**src/rtl/dtw_ref_streamer.sv**
```systemverilog
// Reference-memory read sequencer for the DTW PE array.
// Streams a contiguous, wrapping window of samples over valid/ready.
module dtw_ref_streamer #(
  parameter int width  = 16,
  parameter int ptrWid = 15
) (
  input  logic              clk,
  input  logic              rst_n,
  input  logic              start,
  input  logic              abort,
  input  logic [ptrWid-1:0] base_addr,
  input  logic [ptrWid:0]   ref_len,
  output logic [ptrWid-1:0] addrR,
  input  logic [width-1:0]  mem_data,
  output logic [width-1:0]  ref_data,
  output logic              ref_valid,
  input  logic              ref_ready,
  output logic              ref_last,
  output logic              busy,
  output logic              done
);

  typedef enum logic [1:0] {
    IDLE,
    STREAM,
    FIN
  } state_t;

  localparam logic [ptrWid:0]   LEN_ONE  = {{ptrWid{1'b0}}, 1'b1};
  localparam logic [ptrWid-1:0] ADDR_ONE = {{(ptrWid-1){1'b0}}, 1'b1};

  state_t            r_state;
  state_t            w_nstate;
  logic [ptrWid-1:0] r_addr;
  logic [ptrWid-1:0] w_addr;
  logic [ptrWid:0]   r_len;
  logic [ptrWid:0]   w_len;
  logic [ptrWid:0]   r_issued;
  logic [ptrWid:0]   w_issued;
  logic [width-1:0]  r_data;
  logic [width-1:0]  w_data;
  logic              r_valid;
  logic              w_valid;
  logic              r_last;
  logic              w_last;
  logic              w_load;

  always_ff @(posedge clk or negedge rst_n) begin
    if (!rst_n) begin
      r_state <= IDLE;
    end else begin
      r_state <= w_nstate;
    end
  end

  always_comb begin
    w_nstate = r_state;
    w_addr   = r_addr;
    w_len    = r_len;
    w_issued = r_issued;
    w_data   = r_data;
    w_valid  = r_valid;
    w_last   = r_last;
    w_load   = 1'b0;
    unique case (r_state)
      IDLE: begin
        if (start) begin
          w_addr   = base_addr;
          w_len    = ref_len;
          w_issued = '0;
          w_nstate = (ref_len == '0) ? FIN : STREAM;
        end
      end
      STREAM: begin
        // A slot is free when the output is empty or being consumed.
        w_load = (!r_valid || ref_ready) && (r_issued < r_len);
        if (w_load) begin
          w_data   = mem_data;
          w_valid  = 1'b1;
          w_last   = (r_issued == r_len - LEN_ONE);
          w_addr   = r_addr + ADDR_ONE;
          w_issued = r_issued + LEN_ONE;
        end else if (r_valid && ref_ready) begin
          w_valid  = 1'b0;
          w_last   = 1'b0;
          w_nstate = FIN;
        end
      end
      FIN: begin
        w_nstate = IDLE;
      end
      default: begin
        w_nstate = IDLE;
      end
    endcase
    if (abort && (r_state != IDLE)) begin
      w_nstate = IDLE;
      w_addr   = r_addr;
      w_len    = r_len;
      w_issued = r_issued;
      w_data   = r_data;
      w_valid  = 1'b0;
      w_last   = 1'b0;
    end
  end

  always_ff @(posedge clk or negedge rst_n) begin
    if (!rst_n) begin
      r_addr   <= '0;
      r_len    <= '0;
      r_issued <= '0;
      r_data   <= '0;
      r_valid  <= 1'b0;
      r_last   <= 1'b0;
    end else begin
      r_addr   <= w_addr;
      r_len    <= w_len;
      r_issued <= w_issued;
      r_data   <= w_data;
      r_valid  <= w_valid;
      r_last   <= w_last;
    end
  end

  assign addrR     = r_addr;
  assign ref_data  = r_data;
  assign ref_valid = r_valid;
  assign ref_last  = r_last;
  assign busy      = (r_state != IDLE);
  assign done      = (r_state == FIN);

endmodule

```
**config.mk**
```make
export PLATFORM = sky130hd
export DESIGN_NAME = dtw_ref_streamer
export DESIGN_NICKNAME = d
export VERILOG_FILES = /design/src/rtl/dtw_ref_streamer.sv
export SDC_FILE = /design/constraint.sdc
export NUM_CORES = 1
export LEC_CHECK = 0
export CAP_MARGIN = 10
export CORE_MARGIN = 2
export CORE_UTILIZATION = 55
export DETAILED_ROUTE_END_ITERATION = 6
export PLACE_DENSITY_LB_ADDON = 0.25
export SETUP_SLACK_MARGIN = 0.5
export SKIP_CTS_REPAIR_TIMING = 1
export SYNTH_ARGS = -nofsm -noshare
export SYNTH_HDL_FRONTEND = slang
export SYNTH_SLANG_ARGS = --single-unit
```
**constraint.sdc**
```tcl
create_clock -name clk -period 5 [get_ports clk]
set_input_delay 1 -clock clk [delete_from_list [all_inputs] [get_ports clk]]
set_output_delay 1 -clock clk [all_outputs]
set_load 0.02 [all_outputs]
```
**After elaboration in Yosys (flattened, before gate mapping)**

Cells that the tools add are included.
Widths: inputs -> output; s select.

- Register bits after elaboration: 67
- Input port bits: 52
- Output and inout port bits: 35

- Add/sub/neg operators: 3
- Magnitude comparators: 1
- Eq/ne operators: 8
- Multiplexer cells: 19
- Bitwise operators: 1
- Reduce and logical (&&, ||, !) cells: 16

Operators by type and width:

| cell | number |
|---|---|
| $mux 16 | 2 |
| $pmux 16 s2 | 1 |
| $mux 15 | 2 |
| $pmux 15 s2 | 1 |
| $add 16x1->16 const B | 1 |
| $eq 16x16->1 | 1 |
| $logic_not 16->1 | 1 |
| $lt 16x16->1 | 1 |
| $sub 16x1->16 const B | 1 |
| $add 15x1->15 const B | 1 |
| $mux 2 | 5 |
| $ne 3x3->1 const B | 3 |
| $reduce_and 3->1 | 3 |
| $mux 1 | 7 |
| $reduce_bool 2->1 | 3 |
| $ne 2x2->1 const B | 2 |
| $pmux 2 s2 | 1 |
| $reduce_and 4->1 | 1 |
| $logic_and 1x1->1 | 3 |
| $reduce_bool 3->1 | 1 |
| $eq 2x1->1 const B | 1 |
| $eq 2x2->1 const B | 1 |
| $logic_not 2->1 | 1 |
| $reduce_and 2->1 | 1 |
| other kinds (3) | 3 |

**Logic depth before layout (Yosys ltp)**

Gate-level depths: netlist of run 1.

- Word-level depth: 6
- Mapped depth: 10
- Depth with buffers taken out: 8

**Worst setup path after synthesis of run 1**

OpenSTA, ideal clock, no wires.

- Path type: register to register
- Start: register r_len[3]
- End: register r_last (netlist: ref_last)
- Library setup time: 92 ps
- Data arrival time: 2397 ps
- Data required time: 4908 ps
- Setup slack: 2512 ps
- Cell stages (with the launch flop): 7
- Cells stage by stage: dfrtp_1 or4_4 nor4_4 mux2i_1 o221ai_1 or4_1 o31ai_2

- Cells in the longest elaborated chain, start to end: 5
- Elaborated cells on any way between the ends: 9
- Those cells by class: add/sub (1); order compare (1); eq/ne (1); mux (3); reduce/logical (3)

RTL lines:

| what | RTL line | source |
|---|---|---|
| start, declared | 36 | `logic [ptrWid:0] r_len;` |
| start signal, assigned | 117 | `r_len <= w_len;` |
| $sub 16x1->16 or $lt 16x16->1 (tied branches) | 80, 76 |  |
| $eq 16x16->1 or $logic_and 1x1->1 (tied branches) | 80, 76 |  |
| $mux 1 | 77 | `if (w_load) begin` |
| $mux 1 | 65 | `unique case (r_state)` |
| $mux 1 | 96 | `if (abort && (r_state != IDLE)) begin` |
| end signal, assigned | 121 | `r_last <= w_last;` |
| end, declared | 44 | `logic r_last;` |

Several ways; a longest one is shown, not always the timed one. The select of a mux whose other input is x is not followed.
A chain may end at the register's enable or synchronous reset.

**Worst setup path in the final report of run 1**

- Start: input port ref_ready
- End: register r_issued[13]

- Cells in the longest elaborated chain, start to end: 4

RTL lines:

| what | RTL line | source |
|---|---|---|
| start, declared | 17 | `input logic ref_ready,` |
| $logic_or 1x1->1 | 76 | `w_load = (!r_valid \|\| ref_ready) && (r_issued < r_len);` |
| $logic_and 1x1->1 | 76 |  |
| $ne 2x2->1 (no source line) | - |  |
| $reduce_and 4->1 (no source line) | - |  |
| end signal, assigned | 118 | `r_issued <= w_issued;` |
| end, declared | 38 | `logic [ptrWid:0] r_issued;` |

Every way passes these cells.

==> impl_metrics.json, run 1 <==
{
  "ir_worst_vdd_mv": 0.3338,
  "io_buffers": 86,
  "die_h_um": 90.20,
  "area_delta_synth_final_pct": 28.93,
  "synth_nets": 514,
  "synth_seq_cells": 67,
  "min_period_ns": 3.196,
  "min_to": "ref_data[10]",
  "setup_tns_ns": 0,
  "holdWs_ns": 0.5074,
  "grt_pass1_vias": 3638,
  "dr_total_vias": 3811,
  "hold_viol": 0,
  "worstSkewPairLatency_ns": 0.34,
  "async_flop_share_pct": 100.0,
  "drive_above_1_share_pct": 8.885,
  "grt_usage_pct": 26.87,
  "synth_cells": 443,
  "wire_per_inst_um": 16.97,
  "synthFlopType": "dfrtp_1",
  "vias_per_cell": 6.068,
  "clockBufferDepth": 2,
  "rsz0062_at_grt": "no",
  "first_pass_iters": 4,
  "rr_worst_depth": 9,
  "dieArea_sq_mm": 0.008135,
  "max_freq_ghz": 0.3129,
  "synth.cell_area_sq_mm": 0.004086,
  "hold_depth": 1,
  "cts.sinks": 67,
  "ant_nets": 0,
  "ioPinCount": 87,
  "synth-edff-count": 0,
  "min_period_over_period_pct": 63.92,
  "reg2reg_setup_slack_ns": 1.83,
  "cts_max_level": 3,
  "coreArea_sq_mm": 0.007214,
  "worstPathArrival_ns": 3.46,
  "layout.nets": 595,
  "setup_violations": 0,
  "syn_area_per_cell_sq_um": 9.224,
  "grt_pass1_wl_um": 17600,
  "synth.distinct_cells": 54,
  "ys_seq_area_share_pct": 41.03,
  "end_kind": "flop",
  "grt_max_degree": 49,
  "die_w_um": 90.20,
  "dp_hpwl_um": 7636,
  "cp-start-kind": "input pin",
  "tightest_slew_ns": 1.076,
  "gp_congestion": 0.9586,
  "cts_buffers": 9,
  "routed_wl_um": 10660,
  "cts-root-buf": "clkbuf_8",
  "clkTransAtPathRegs_ns": 0.07,
  "antenna_cells": 0,
  "start_util_pct": 56.64,
  "p_per_area_mw_per_mm2": 582.6,
  "cp.required_ns": 5.26,
  "r2r_end": "r_issued[13]",
  "yosysWarnings": 0,
  "fin_worst_skew_ns": 0.006724,
  "r2r-start": "r_len[7]",
  "path_max_fanout": 31,
  "grt_overflow_total": 0,
  "leakage_nw": 2.171,
  "critPathKind": "in2reg",
  "drtIter0Drc": 300,
  "fp-row-count": 31,
  "cap_violations": 0,
  "hp-start": "ref_data[10]",
  "maxSlewHeadroom_pct": 28.10,
  "finalMaxSlewViolations": 0,
  "drc": 0,
  "cts_tree": "built",
  "antenna_found_initial": 0,
  "hold_path_class": "reg2reg",
  "outcome": "completed"
}
==> layer usage <==
layer	GRT usage [%]	vias up	routed length [um]
met2	42.73	156	5209
met1	35.25	1816	4551
met3	6.370	29	597
met4	11.54	0	300
li1	-	1810	-
met5	0	-	0
==> cells in the mapped netlist (4+ instances only) <==
master     n  area share, %
a31oi_1    7            1.1
and3_1     6           0.92
ha_1      19            5.8
nor2_1    26            2.4
xor2_1     9            1.9
clkbuf_1  10           0.92
dfrtp_1   67             41
mux2_2    16            4.4
nand2b_1   5           0.77
nand2_1   45            4.1
nand3_1   17            2.1
a21oi_1   31            3.8
nor4_1     7            1.1
o211ai_1   5           0.92
xnor2_1    7            1.5
or4_1     13            2.4
inv_1     22            2.0
buf_2      5           0.61
o21ai_0   42            5.1
nor2b_1    4           0.61
nand4_1   14            2.1
o22a_1     6            1.3
o31ai_1    9            1.7
==> worst max-delay path, cell delays in order <==
cell and delay, ns:
clkdlybuf4s50_1 0.51, nor2b_1 0.08, a2111oi_4 0.38, a41oi_4 0.41, buf_4 0.37, or4_1 0.53, a21oi_1 0.16
==> placed cells by master, fill, tap and decap left out, drive strengths merged, types with 14 or more instances in the layout <==
| cell | count |
|---|---|
| clkdlybuf4s50 | 85 |
| dfrtp | 67 |
| nand2 | 45 |
| o21ai | 42 |
| a21oi | 31 |
| nor2 | 26 |
| inv | 23 |
| ha | 19 |
| nand3 | 17 |
| mux2 | 16 |
| nand4 | 14 |
| or4 | 14 |
==> logic make-up (layout without fill, tap and decap cells) <==
family | after synthesis | after routing | synth area share [%]
AOI/OAI and AO/OA | 124 | 124 | 19.63
xor gates and xnor gates | 16 | 16 | 3.429
adders and majority gates | 19 | 19 | 5.818
buffers and inverters | 42 | 128 | 4.378
DFF | 67 | 67 | 41.03
muxes | 19 | 19 | 5.144
and+or+nand+nor | 156 | 156 | 20.58
==> how the worst max path moves through the flow <==
stage               from      endpoint  slack [ns]
2_1_floorplan   r_len[3]      ref_last        2.51
3_3_place_gp   ref_ready   r_issued[9]        1.57
3_5_place_dp   ref_ready  r_issued[13]        1.46
4_1_cts        ref_ready  r_issued[13]        1.82
5_1_grt         r_len[7]  r_issued[13]        1.57
6_report       ref_ready  r_issued[13]        1.80
==> area by class of cell <==
| class | instances | area (sq um) |
|---|---|---|
| inverter | 22 | 82.58 |
| fill | 536 | 1946 |
| timing repair buffer | 90 | 885.9 |
| clock inverter | 5 | 106.4 |
| clock buffer | 11 | 151.4 |
| sequential | 67 | 1677 |
| tap | 99 | 123.9 |
| multi-input combinational | 334 | 2242 |
==> through the flow <==
stage               cells  worst slack [ns]  total power [mW]  area (sq um)  util, %
floorplan             443             2.512             1.929          4086        -
global placement      612             1.566             2.415          5011    69.46
detailed placement    612             1.457             2.466          5011    69.46
CTS                   628             1.817             3.063          5269    73.03
global route          628             1.567             3.278          5269    73.03
finish                628             1.804             3.070          5269    73.03
==> flip-flops by register name, indices dropped and copies added, names as in the netlist <==
signal     cells
ref_valid      1
r_len         16
r_issued      16
ref_last       1
ref_data      16
r_state        2
addrR         15
==> report_power, final <==
group / total (mW) / internal (mW) / switching, mW
registers: 1.01 / 0.751 / 0.260
clock network: 0.579 / 0.360 / 0.218
logic: 1.48 / 0.664 / 0.816
Note: power is estimated with default switching activity, not from simulation.
==> run 2: changes to the inputs <==
- CORE_UTILIZATION: 55 -> 52
- clock period: 5 -> 3.1 ns (I/O delays scaled with it)
==> run 2 against run 1 <==
  * The flow now finishes with violations (design-rule violations)
  * Die area rose by 5.5%
  * Routed wire length is 15% higher
  * Critical path depth grew 2
  * Clock power grew 68%
  * Via count grew 9.1%
  * Clock-buffer cell count unchanged
  * Global-route usage is 0.49 points higher
  * Register-to-register slack got worse by 1.4 ns
  * Critical endpoint is now r_issued[12]
  * Largest power group unchanged
==> impl_metrics.json, run 2 (synthesis results as in run 1) <==
{
  "dieArea_sq_mm": 0.008584,
  "path_max_fanout": 11,
  "cts_max_level": 3,
  "antenna_cells": 0,
  "ant_nets": 0,
  "max_freq_ghz": 0.3790,
  "min_period_ns": 2.639,
  "final_common_cell": "clkdlybuf4s50_1",
  "fin_ws_ns": 0.4613,
  "vias_per_cell": 6.292,
  "critPathBufInv": 2,
  "fp-row-count": 32,
  "dr_total_vias": 4159,
  "rsz0062_at_grt": "yes",
  "min_period_over_period_pct": 85.12,
  "hold_viol": 0,
  "hold_path_class": "in2async",
  "fillers": 544,
  "grt_usage_pct": 27.36,
  "grt_pass1_wl_um": 18470,
  "drc": 1,
  "wire_per_inst_um": 18.54,
  "clockBufferDepth": 2,
  "finish.utilization_pct": 72.57,
  "violations": "design-rule violations",
  "critPathKind": "reg2reg",
  "io_buffers": 86,
  "cts_buffers": 9,
  "grt_pass1_vias": 3788,
  "holdWs_ns": 0.2585,
  "setup_violations": 0,
  "worstSkewPairLatency_ns": 0.36,
  "routed_wl_um": 12260,
  "area_delta_synth_final_pct": 36.53,
  "start_util_pct": 53.16,
  "r2r-start": "r_len[7]",
  "worstPathArrival_ns": 2.91,
  "drive_above_1_share_pct": 16.10,
  "multi_input_area_sq_mm": 0.002316,
  "cap_violations": 0,
  "p_per_area_mw_per_mm2": 950.8,
  "first_pass_iters": 7,
  "die_h_um": 92.65,
  "max_stage_delay_ns": 0.58,
  "cts-root-buf": "clkbuf_8",
  "die_w_um": 92.65,
  "slowest_stage": "or4_1",
  "grt_max_degree": 48,
  "cp_top_family": "compound AO/OA/AOI/OAI gates",
  "maxSlewHeadroom_pct": 28.77,
  "cpMostUsedCell": "a21oi_1",
  "dp_hpwl_um": 7951,
  "cp.required_ns": 3.38,
  "cts_tree": "built",
  "coreArea_sq_mm": 0.007687,
  "antenna_found_initial": 0,
  "gp_congestion": 1.001,
  "ff_latch_area_sq_mm": 0.001689,
  "ir_worst_vdd_mv": 0.4551,
  "end_kind": "flop",
  "startpoint": "r_len[7]",
  "dp_slack_ns": 0.2600,
  "outcome": "finished, violations left",
  "cts.sinks": 67,
  "final_cell_mix": "85 x clkdlybuf4s50_1, 57 x dfrtp_1, 45 x nand2_1, 42 x o21ai_0, 30 x buf_4",
  "fin_worst_skew_ns": 0.01210,
  "tightest_slew_ns": 1.066,
  "ioPinCount": 87,
  "setup_tns_ns": 0,
  "leakage_nw": 2.304,
  "crit_chain": "inv_1, ha_1, a21oi_1, a31oi_1, o21bai_2, buf_4, a41oi_4, or4_1, a21oi_1",
  "grt_overflow_total": 0,
  "finalMaxSlewViolations": 0,
  "cp-start-kind": "flop",
  "drtIter0Drc": 391,
  "layout.nets": 625,
  "clkTransAtPathRegs_ns": 0.08
}
[run 2: routing by layer]
layer	share of wire (%)	routed length [um]	GRT usage [%]
met1	40	4924	36.18
met2	49	5963	44.04
met3	7.7	949	4.882
met4	3.4	418	12.38
met5	0	0	0
[run 2: where the power goes]
| part | switching (mW) | total, mW | internal, mW |
|---|---|---|---|
| combinational | 1.48 | 2.72 | 1.24 |
| clock | 0.358 | 0.973 | 0.615 |
| sequential | 0.391 | 1.61 | 1.22 |
[run 2: cell type report]
cell class / count / share of cell area (%)
clock buffer: 11 / 2.355
clock inverter: 5 / 2.243
inverter: 22 / 1.480
multi-input combinational: 336 / 41.51
sequential: 67 / 30.28
tap: 102 / 2.288
timing repair buffer: 118 / 19.85
[run 2: worst paths after layout]
kind	slack, ns	cells past startpoint	to
hold reg to reg	0.51	1	ref_data[5]
setup reg to reg	0.46	9	r_issued[12]
setup / recovery	0.46	9	r_issued[12]
hold / removal	0.26	1	addrR[5]
max in group asynchronous	2.08	2	ref_data[5]
min in group clk	0.51	1	ref_data[5]
[run 2: metrics by stage]
stage               power, mW  area [sq um]  std cells
floorplan               3.111          4086        443
global placement        3.923          5075        623
detailed placement      4.019          5075        623
CTS                     5.011          5331        639
global route            5.599          5579        661
finish                  5.305          5579        661
